### src/rtl/kmp_ff_gen.sv
// KMP failure-function generator.
// Builds ff[i] (longest proper prefix of pat[0..i] that is also a suffix)
// one comparison step per clock, then presents the table on ff_result
// under a level input_valid/output_valid handshake.
module kmp_ff_gen #(
   parameter int BYTE        = 8,
   parameter int MAX_PATTERN = 8,
   parameter int MAX_PAT_ADD = 3
) (
   input  logic                             clk,
   input  logic                             reset,
   input  logic [MAX_PATTERN*BYTE-1:0]      pat_input,
   input  logic [MAX_PAT_ADD-1:0]           pat_last_idx,
   input  logic                             input_valid,
   output logic                             busy,
   output logic                             output_valid,
   output logic [MAX_PAT_ADD*MAX_PATTERN-1:0] ff_result
);

   typedef enum logic [1:0] {
      IDLE,
      INIT,
      COMP,
      DONE
   } state_t;

   state_t                            state_q, state_d;
   logic [MAX_PATTERN*BYTE-1:0]       pat_q, pat_d;
   logic [MAX_PAT_ADD-1:0]            last_q, last_d;
   logic [MAX_PAT_ADD:0]              i_q, i_d;
   logic [MAX_PAT_ADD-1:0]            len_q, len_d;
   logic [MAX_PAT_ADD*MAX_PATTERN-1:0] ff_q, ff_d;

   logic [MAX_PAT_ADD-1:0]            iIdx;
   logic [MAX_PAT_ADD-1:0]            prevLen;
   logic [BYTE-1:0]                   charI;
   logic [BYTE-1:0]                   charLen;
   logic [MAX_PAT_ADD-1:0]            fallbackLen;

   // i only reaches the array while i <= last_q, so its low bits suffice as an index.
   assign iIdx        = i_q[MAX_PAT_ADD-1:0];
   assign prevLen     = len_q - 1'b1;
   assign charI       = pat_q[iIdx*BYTE +: BYTE];
   assign charLen     = pat_q[len_q*BYTE +: BYTE];
   assign fallbackLen = ff_q[prevLen*MAX_PAT_ADD +: MAX_PAT_ADD];

   assign busy         = (state_q == INIT) || (state_q == COMP);
   assign output_valid = (state_q == DONE);
   assign ff_result    = ff_q;

   // Next-state logic: capture in INIT, one prefix/suffix comparison per COMP cycle.
   always_comb begin
      state_d = state_q;
      pat_d   = pat_q;
      last_d  = last_q;
      i_d     = i_q;
      len_d   = len_q;
      ff_d    = ff_q;

      case (state_q)
         IDLE: begin
            if (input_valid) begin
               state_d = INIT;
            end
         end

         INIT: begin
            pat_d   = pat_input;
            last_d  = pat_last_idx;
            ff_d    = '0;
            len_d   = '0;
            i_d     = (MAX_PAT_ADD+1)'(1);
            state_d = COMP;
         end

         COMP: begin
            if (!input_valid) begin
               ff_d    = '0;
               state_d = IDLE;
            end else if (i_q > {1'b0, last_q}) begin
               state_d = DONE;
            end else if (charI == charLen) begin
               ff_d[iIdx*MAX_PAT_ADD +: MAX_PAT_ADD] = len_q + 1'b1;
               len_d = len_q + 1'b1;
               i_d   = i_q + 1'b1;
            end else if (len_q != '0) begin
               len_d = fallbackLen;
            end else begin
               ff_d[iIdx*MAX_PAT_ADD +: MAX_PAT_ADD] = '0;
               i_d = i_q + 1'b1;
            end
         end

         DONE: begin
            if (!input_valid) begin
               state_d = IDLE;
            end
         end

         default: begin
            state_d = IDLE;
         end
      endcase
   end

   // State and datapath registers; reset clears everything back to IDLE.
   always_ff @(posedge clk) begin
      if (reset) begin
         state_q <= IDLE;
         pat_q   <= '0;
         last_q  <= '0;
         i_q     <= '0;
         len_q   <= '0;
         ff_q    <= '0;
      end else begin
         state_q <= state_d;
         pat_q   <= pat_d;
         last_q  <= last_d;
         i_q     <= i_d;
         len_q   <= len_d;
         ff_q    <= ff_d;
      end
   end

endmodule

### config.mk
export PLATFORM = sky130hd
export DESIGN_NAME = kmp_ff_gen
export DESIGN_NICKNAME = d
export VERILOG_FILES = /design/src/rtl/kmp_ff_gen.sv
export SDC_FILE = /design/constraint.sdc
export NUM_CORES = 1
export LEC_CHECK = 0
export CORE_AREA = 2 2 155 157
export DETAILED_ROUTE_END_ITERATION = 12
export DIE_AREA = 0 0 157 159
export PLACE_DENSITY = 0.47
export RECOVER_POWER = 100
export SLEW_MARGIN = 20
export SYNTH_ARGS = -nofsm -noshare
export SYNTH_HDL_FRONTEND = slang
export SYNTH_SLANG_ARGS = --single-unit
### constraint.sdc
create_clock -name clk -period 2.5 [get_ports clk]
set_input_delay 0.5 -clock clk [delete_from_list [all_inputs] [get_ports clk]]
set_output_delay 0.5 -clock clk [all_outputs]
set_load 0.005 [all_outputs]
==> impl_metrics.env, run 1 <==
export IMPL_outcome="finished, violations left"
export IMPL_violations="negative setup slack"
export IMPL_cp_max_fo=12
export IMPL_async_flop_share_pct=0
export IMPL_power_density_nw_per_um2=984
export IMPL_holdPathStages=2
export IMPL_design_die_area_um2=25000
export IMPL_globalRouteOverflowTotal=0
export IMPL_fmax_mhz=367
export IMPL_grt_max_degree=75
export IMPL_hold_viol=0
export IMPL_clockRootBuffer="clkbuf_16"
export IMPL_totalPowerFinal_w=0.00766
export IMPL_worst_hold_slack_ns=0.499
export IMPL_synth_seq_cells=100
export IMPL_clockBufferDepth=2
export IMPL_synth_compound_area_share_pct=7.74
export IMPL_post_route_period_util_pct=109
export IMPL_avgSynthCellArea_um2=10.3
export IMPL_maxSlewViolCount=0
export IMPL_worst_ep_required_time_ns=2.78
export IMPL_grt_pass1_vias=4805
export IMPL_p_sw_w=0.00284
export IMPL_gp_congestion=0.794
export IMPL_hold_end="i_q[3]"
export IMPL_setup_viol=30
export IMPL_vdd_drop_max_mv=0.459
export IMPL_yosysTopAreaCell="dfxtp_1"
export IMPL_endpoint_kind="flop"
export IMPL_clk_pin_slew_ns=0.07
export IMPL_synthSimpleGateAreaFrac_pct=15.6
export IMPL_wirelength_um=16700
export IMPL_synth_fp_nets=645
export IMPL_worstSkewPairLatency_ns=0.36
export IMPL_synthAdderAreaFrac_pct=3.27
export IMPL_viasPerCell=4.81
export IMPL_synth_mux_area_share_pct=31.7
export IMPL_critPathKind="flop to flop"
export IMPL_antenna_left=0
export IMPL_core_um2=23200
export IMPL_seq_power_share_pct=28.5
export IMPL_numCtsBuffers=9
export IMPL_rsz0062_at_grt="true"
export IMPL_fin_skew_ns=0.00887
export IMPL_switching_share_pct=37.0
export IMPL_drive_gt1_share_pct=18.5
export IMPL_drv_cap=0
export IMPL_syn_area_um2=5740
export IMPL_r2r_slack_ns=-0.22
export IMPL_cp_arrival_ns=3.00
export IMPL_synthFlopType="dfxtp_1"
export IMPL_tns_ns=-4.90
export IMPL_hold_path_class="flop to flop"
export IMPL_cts_hold_buf=0
export IMPL_first_pass_iters=4
export IMPL_num_io_pins=96
export IMPL_p_leak_nw=3.01
export IMPL_areaGrowthSynthToFinish_pct=35.6
export IMPL_yosysWarnings=0
export IMPL_tightestPinTransition_ns=1.21
export IMPL_vias=4789
export IMPL_place_hpwl_um=12300
export IMPL_rows=56
export IMPL_worstHoldStart="i_q[3]"
export IMPL_antenna_found_initial=0
export IMPL_slew_limit_headroom_pct=19.5
export IMPL_dieWidth_um=157
export IMPL_synth_area_top_cells="dfxtp_1, mux2i_1, mux4_1"
export IMPL_synth_edf_count=0
export IMPL_cts_sinks=100
export IMPL_drc=0
export IMPL_fin_ws_ns=-0.222
export IMPL_synth_top_area_share_pct=34.9
export IMPL_portBuffers=95
export IMPL_start_util_pct=24.8
export IMPL_p_int_w=0.00483
export IMPL_timing_rr_start="len_q[1]"
export IMPL_wl_per_cell_um=16.8
export IMPL_cp_start_kind="flop"
export IMPL_die_h_um=159
export IMPL_synth_distinct_cells=50
export IMPL_r2r_end="ff_result[18]"
export IMPL_comb_power_share_pct=51.5
export IMPL_synth_top_family_by_area="multiplexers"
export IMPL_finalCriticalPeriod_ns=2.72
export IMPL_cts_tree="done"
export IMPL_globalRouteTotalUtil_pct=13.7
export IMPL_htreeDepth=3
export IMPL_synth_cells=560
export IMPL_clockPowerShare_pct=20.1
export IMPL_synth_xor_area_share_pct=1.83
export IMPL_ys_seq_area_share_pct=34.9
export IMPL_grt_pass1_wl_um=26700
export IMPL_r2r_cells=11
export IMPL_nets=757
export IMPL_diodes=0
export IMPL_drtIter0Drc=229
cells in the final DEF, fill, tap and decap left out, types with 3 or more instances in the layout:
cell / count
buf_12: 9
o21ai_1: 17
mux2i_1: 83
o21ai_0: 9
a31oi_1: 3
and3_1: 9
a21oi_1: 9
clkdlybuf4s50_1: 68
buf_4: 31
nand4_1: 8
nor2b_1: 14
a32oi_1: 4
xor2_2: 3
clkbuf_16: 9
a41oi_1: 8
nand3_1: 12
nor4_1: 3
ha_1: 14
dfxtp_1: 97
a41oi_2: 4
xor2_1: 7
mux4_1: 10
mux2i_2: 3
o211ai_1: 4
nor3_1: 4
dlygate4sd3_1: 26
nand2_1: 39
mux4_2: 28
nor2_1: 86
buf_6: 3
inv_1: 6
synth_stat cells, types with 2 or more instances:
cell      instances
dfxtp_1         100
nor2_1           88
mux2i_1          87
nand2_1          39
mux4_1           22
clkbuf_1         16
mux4_2           16
o21ai_0          16
ha_1             15
nor2b_1          14
a41oi_1          12
nand3_1          12
a21oi_1          10
o21ai_1          10
xor2_1           10
and3_1            9
buf_6             8
nand4_1           8
a32oi_1           6
inv_1             6
buf_1             5
buf_2             5
buf_4             4
nor3_1            4
o211ai_1          4
a31oi_1           3
nor4_1            3
and2_1            2
nand3b_1          2
nor4_2            2
or4_4             2
xnor2_1           2
cell type report:
cell class | count | area (um^2)
clock buffers | 9 | 225
clock inverters | 6 | 97.6
fillers | 2344 | 15400
inverters | 9 | 35.0
multi-input cells | 411 | 3560
flip-flops and latches | 100 | 2010
well taps | 319 | 399
repair buffers | 141 | 1460
worst max-delay path: stages (launching register included):
cell	delay, ns
dfxtp_4	0.38
buf_12	0.14
mux4_2	0.49
mux2i_1	0.18
xor2_1	0.12
buf_4	0.15
or4_4	0.56
nor2_8	0.14
buf_6	0.12
buf_12	0.12
a41oi_1	0.10
o21ai_1	0.13
sequential cells by signal, summed over array words and instances (netlist names):
name       count
pat_q         64
last_q         3
state_q        2
len_q          3
ff_result     24
i_q            4
layer usage:
metal / vias to the layer above / share of wire [%] / track usage, %
met2: 140 / 48 / 22.4
met5: - / 0 / 0
met1: 2354 / 46 / 18.3
met4: 0 / 0.78 / 2.67
met3: 9 / 4.6 / 3.40
li1: 2286 / - / -
cells by family after synthesis:
group                      count (synthesis)
AOI/OAI and AO/OA                         67
adders and majority gates                 15
buffers and inverters                     49
and+or+nand+nor                          191
xor gates and xnor gates                  12
DFF                                      100
muxes                                    126
power by group through the flow:
stage / Sequential [W] / Combinational (W) / Clock [W]
2_1_floorplan: 0.00207 / 0.00234 / 0
3_3_place_gp: 0.00220 / 0.00306 / 0
3_5_place_dp: 0.00222 / 0.00313 / 0
4_1_cts: 0.00219 / 0.00379 / 0.00158
5_1_grt: 0.00222 / 0.00426 / 0.00165
6_report: 0.00218 / 0.00394 / 0.00154
worst max path at each step:
stage                     startpoint       endpoint  cells past startpoint
after detailed placement    len_q[1]   ff_result[7]                      8
after CTS                   len_q[1]  ff_result[11]                     11
after global placement      len_q[1]  ff_result[23]                      8
after global routing        len_q[1]  ff_result[18]                     11
final                       len_q[1]  ff_result[18]                     11
after floorplan             len_q[1]  ff_result[17]                     10
metrics by stage:
| step | instance area, um^2 | setup WS (ns) | instances | util (%) |
|---|---|---|---|---|
| finish | 7780 | -0.222 | 995 | 33.6 |
| detailed placement | 7180 | -0.620 | 967 | 31.0 |
| CTS | 7740 | -0.209 | 994 | 33.4 |
| floorplan | 5740 | 0.00665 | 560 | - |
| global placement | 7180 | -0.457 | 967 | 31.0 |
| global route | 7780 | -0.327 | 995 | 33.6 |
timing repair:
item                                    4_1_cts  5_1_grt
resized for setup                            30       27
pin swaps                                    19       10
buffers inserted                             10        2
endpoints found under the setup margin       32       34
cloned                                        3        0
Note: power is estimated with default switching activity, not from simulation.
==> run 2: changes to the inputs <==
--- a/config.mk
+++ b/config.mk
@@ -5,10 +5,10 @@
 export SDC_FILE = /design/constraint.sdc
 export NUM_CORES = 1
 export LEC_CHECK = 0
-export CORE_AREA = 2 2 155 157
+export CORE_AREA = 2 2 112 114
 export DETAILED_ROUTE_END_ITERATION = 12
-export DIE_AREA = 0 0 157 159
-export PLACE_DENSITY = 0.47
+export DIE_AREA = 0 0 114 116
+export PLACE_DENSITY = 0.78
 export RECOVER_POWER = 100
 export SLEW_MARGIN = 20
 export SYNTH_ARGS = -nofsm -noshare
==> impl_metrics.env, run 2 (same netlist as run 1, synthesis figures left out) <==
export IMPL_antenna_found_initial=1
export IMPL_grt_pass1_wl_um=25200
export IMPL_drc=0
export IMPL_wl_per_cell_um=19.6
export IMPL_fmax_mhz=370
export IMPL_slew_limit_headroom_pct=21.4
export IMPL_htreeDepth=3
export IMPL_dieWidth_um=114
export IMPL_vias=4960
export IMPL_setup_viol=31
export IMPL_rows=40
export IMPL_drtIter0Drc=448
export IMPL_globalRouteTotalUtil_pct=24.3
export IMPL_clockBufferDepth=2
export IMPL_p_int_w=0.00436
export IMPL_portBuffers=95
export IMPL_totalPowerFinal_w=0.00722
export IMPL_rsz0062_at_grt="true"
export IMPL_grt_pass1_vias=4959
export IMPL_finalCriticalPeriod_ns=2.71
export IMPL_clk_pin_slew_ns=0.07
export IMPL_cts_sinks=100
export IMPL_design_die_area_um2=13200
export IMPL_core_um2=11900
export IMPL_clockRootBuffer="clkbuf_16"
export IMPL_final_common_cell="dfxtp_1"
export IMPL_seq_power_share_pct=30.3
export IMPL_tns_ns=-4.52
export IMPL_vdd_drop_max_mv=0.638
export IMPL_worst_ep_required_time_ns=2.78
export IMPL_gp_congestion=0.942
export IMPL_areaGrowthSynthToFinish_pct=30.3
export IMPL_fin_ws_ns=-0.206
export IMPL_maxSlewViolCount=0
export IMPL_violations="negative setup slack"
export IMPL_startpoint="len_q[1]"
export IMPL_slowest_delay_ns=0.56
export IMPL_viasPerCell=5.99
export IMPL_p_sw_w=0.00286
export IMPL_drv_cap=0
export IMPL_cp_arrival_ns=2.98
export IMPL_fin_skew_ns=0.00970
export IMPL_final_cell_mix="dfxtp_1, mux2i_1, nor2_1"
export IMPL_cp_start_kind="flop"
export IMPL_r2r_cells=10
export IMPL_comb_power_share_pct=50.8
export IMPL_start_util_pct=48.2
export IMPL_cp_max_fo=18
export IMPL_hold_path_class="flop to flop"
export IMPL_numCtsBuffers=9
export IMPL_crit_top_cell="buf_12"
export IMPL_fillers=939
export IMPL_die_h_um=116
export IMPL_timing_rr_start="len_q[1]"
export IMPL_nets=760
export IMPL_p_leak_nw=2.99
export IMPL_tightestPinTransition_ns=1.18
export IMPL_cts_tree="done"
export IMPL_largest_reg_flops=64
export IMPL_num_io_pins=96
export IMPL_drive_gt1_share_pct=17.8
export IMPL_antenna_left=0
export IMPL_r2r_end="ff_result[8]"
export IMPL_critPathKind="flop to flop"
export IMPL_r2r_slack_ns=-0.21
export IMPL_first_pass_iters=4
export IMPL_worstPathCellList="buf_12 -> mux4_2 -> mux2i_1 -> xor2_1 -> buf_4 -> or4_4 -> nor2_8 -> buf_12 -> a41oi_1 -> o21ai_1"
export IMPL_place_hpwl_um=11200
export IMPL_globalRouteOverflowTotal=0
export IMPL_crit_path_end="ff_result[8]"
export IMPL_grt_max_degree=75
export IMPL_power_density_nw_per_um2=965
export IMPL_post_route_period_util_pct=108
export IMPL_endpoint_kind="flop"
export IMPL_outcome="finished, violations left"
export IMPL_regMostFlops="pat_q"
export IMPL_clockPowerShare_pct=18.9
export IMPL_worstSkewPairLatency_ns=0.35
export IMPL_cts_hold_buf=0
export IMPL_slowest_stage="or4_4"
export IMPL_hold_viol=0
export IMPL_switching_share_pct=39.7
export IMPL_wirelength_um=16200
run 2: cell types whose count changed in the layout (fill, tap and decap cells not counted), moves of 3 or more:
cell     change
buf_6        +5
a41oi_2      -4
mux4_1       +3
o21ai_2      +7
mux2i_1      +3
mux4_2       -3
o21ai_0      -8
a41oi_1      +4
run 2: repair_timing:
item | 4_1_cts | 5_1_grt
setup endpoints to repair | 31 | 33
endpoints found under the hold margin | 0 | 0
cloned | 1 | 2
pin swaps | 6 | 22
resized for setup | 22 | 38
setup buffers | 11 | 4
run 2: final cells by class:
cell class                 count  area [um^2]  share of cell area (%)
clock buffer                  10          229                    3.06
clock inverter                 6         56.3                   0.753
sequential                   100         2010                    26.9
tap                          147          184                    2.46
antenna                        1         2.50                  0.0335
timing repair buffer         143         1420                    19.0
inverter                       9         35.0                   0.468
multi-input combinational    412         3540                    47.3
run 2: critical path: cells and delay by family, from the launching register on:
| kind | cells | cell delay [ns] |
|---|---|---|
| buffers and inverters | 3 | 0.44 |
| DFF | 1 | 0.39 |
| muxes | 2 | 0.73 |
| AOI/OAI and AO/OA | 2 | 0.24 |
| xor gates and xnor gates | 1 | 0.12 |
| and+or+nand+nor | 2 | 0.71 |
run 2: per-stage QoR:
| step | setup WS (ns) | hold WS, ns | std cells | instance area [um^2] | utilization, % |
|---|---|---|---|---|---|
| 6_report | -0.206 | 0.494 | 828 | 7480 | 62.8 |
| 5_1_grt | -0.311 | 0.514 | 827 | 7480 | 62.8 |
| 4_1_cts | -0.186 | 0.496 | 822 | 7400 | 62.1 |
| 3_5_place_dp | -0.601 | 0.487 | 794 | 6970 | 58.5 |
| 3_3_place_gp | -0.370 | 0.464 | 794 | 6970 | 58.5 |
| 2_1_floorplan | 0.00665 | 0.446 | 560 | 5740 | - |
run 2: routing by layer:
layer  part of all wire, %  vias to the layer above  GRT usage (%)  wire (um)
met5                     0                        -              0          0
met1                    40                     2440           29.0       6480
met2                    52                      218           44.3       8500
met4                   1.6                        0           7.97        265
met3                   6.0                       20           4.39        975
li1                      -                     2282              -          -
run 2: worst min-delay path by stage:
stage	startpoint	to	cells after the start	slack (ns)
after detailed placement	i_q[3]	i_q[3]	2	0.49
final	i_q[3]	i_q[3]	2	0.49
after global placement	i_q[3]	i_q[3]	2	0.46
after CTS	i_q[3]	i_q[3]	2	0.50
after global routing	i_q[3]	i_q[3]	2	0.51
after floorplan	i_q[3]	i_q[3]	2	0.45
run 2: power groups by stage:
stage	Combinational [W]	Clock, W	Sequential (W)
floorplan	0.00234	0	0.00207
global placement	0.00297	0	0.00218
detailed placement	0.00309	0	0.00221
CTS	0.00333	0.00137	0.00217
global route	0.00391	0.00145	0.00221
finish	0.00366	0.00136	0.00219
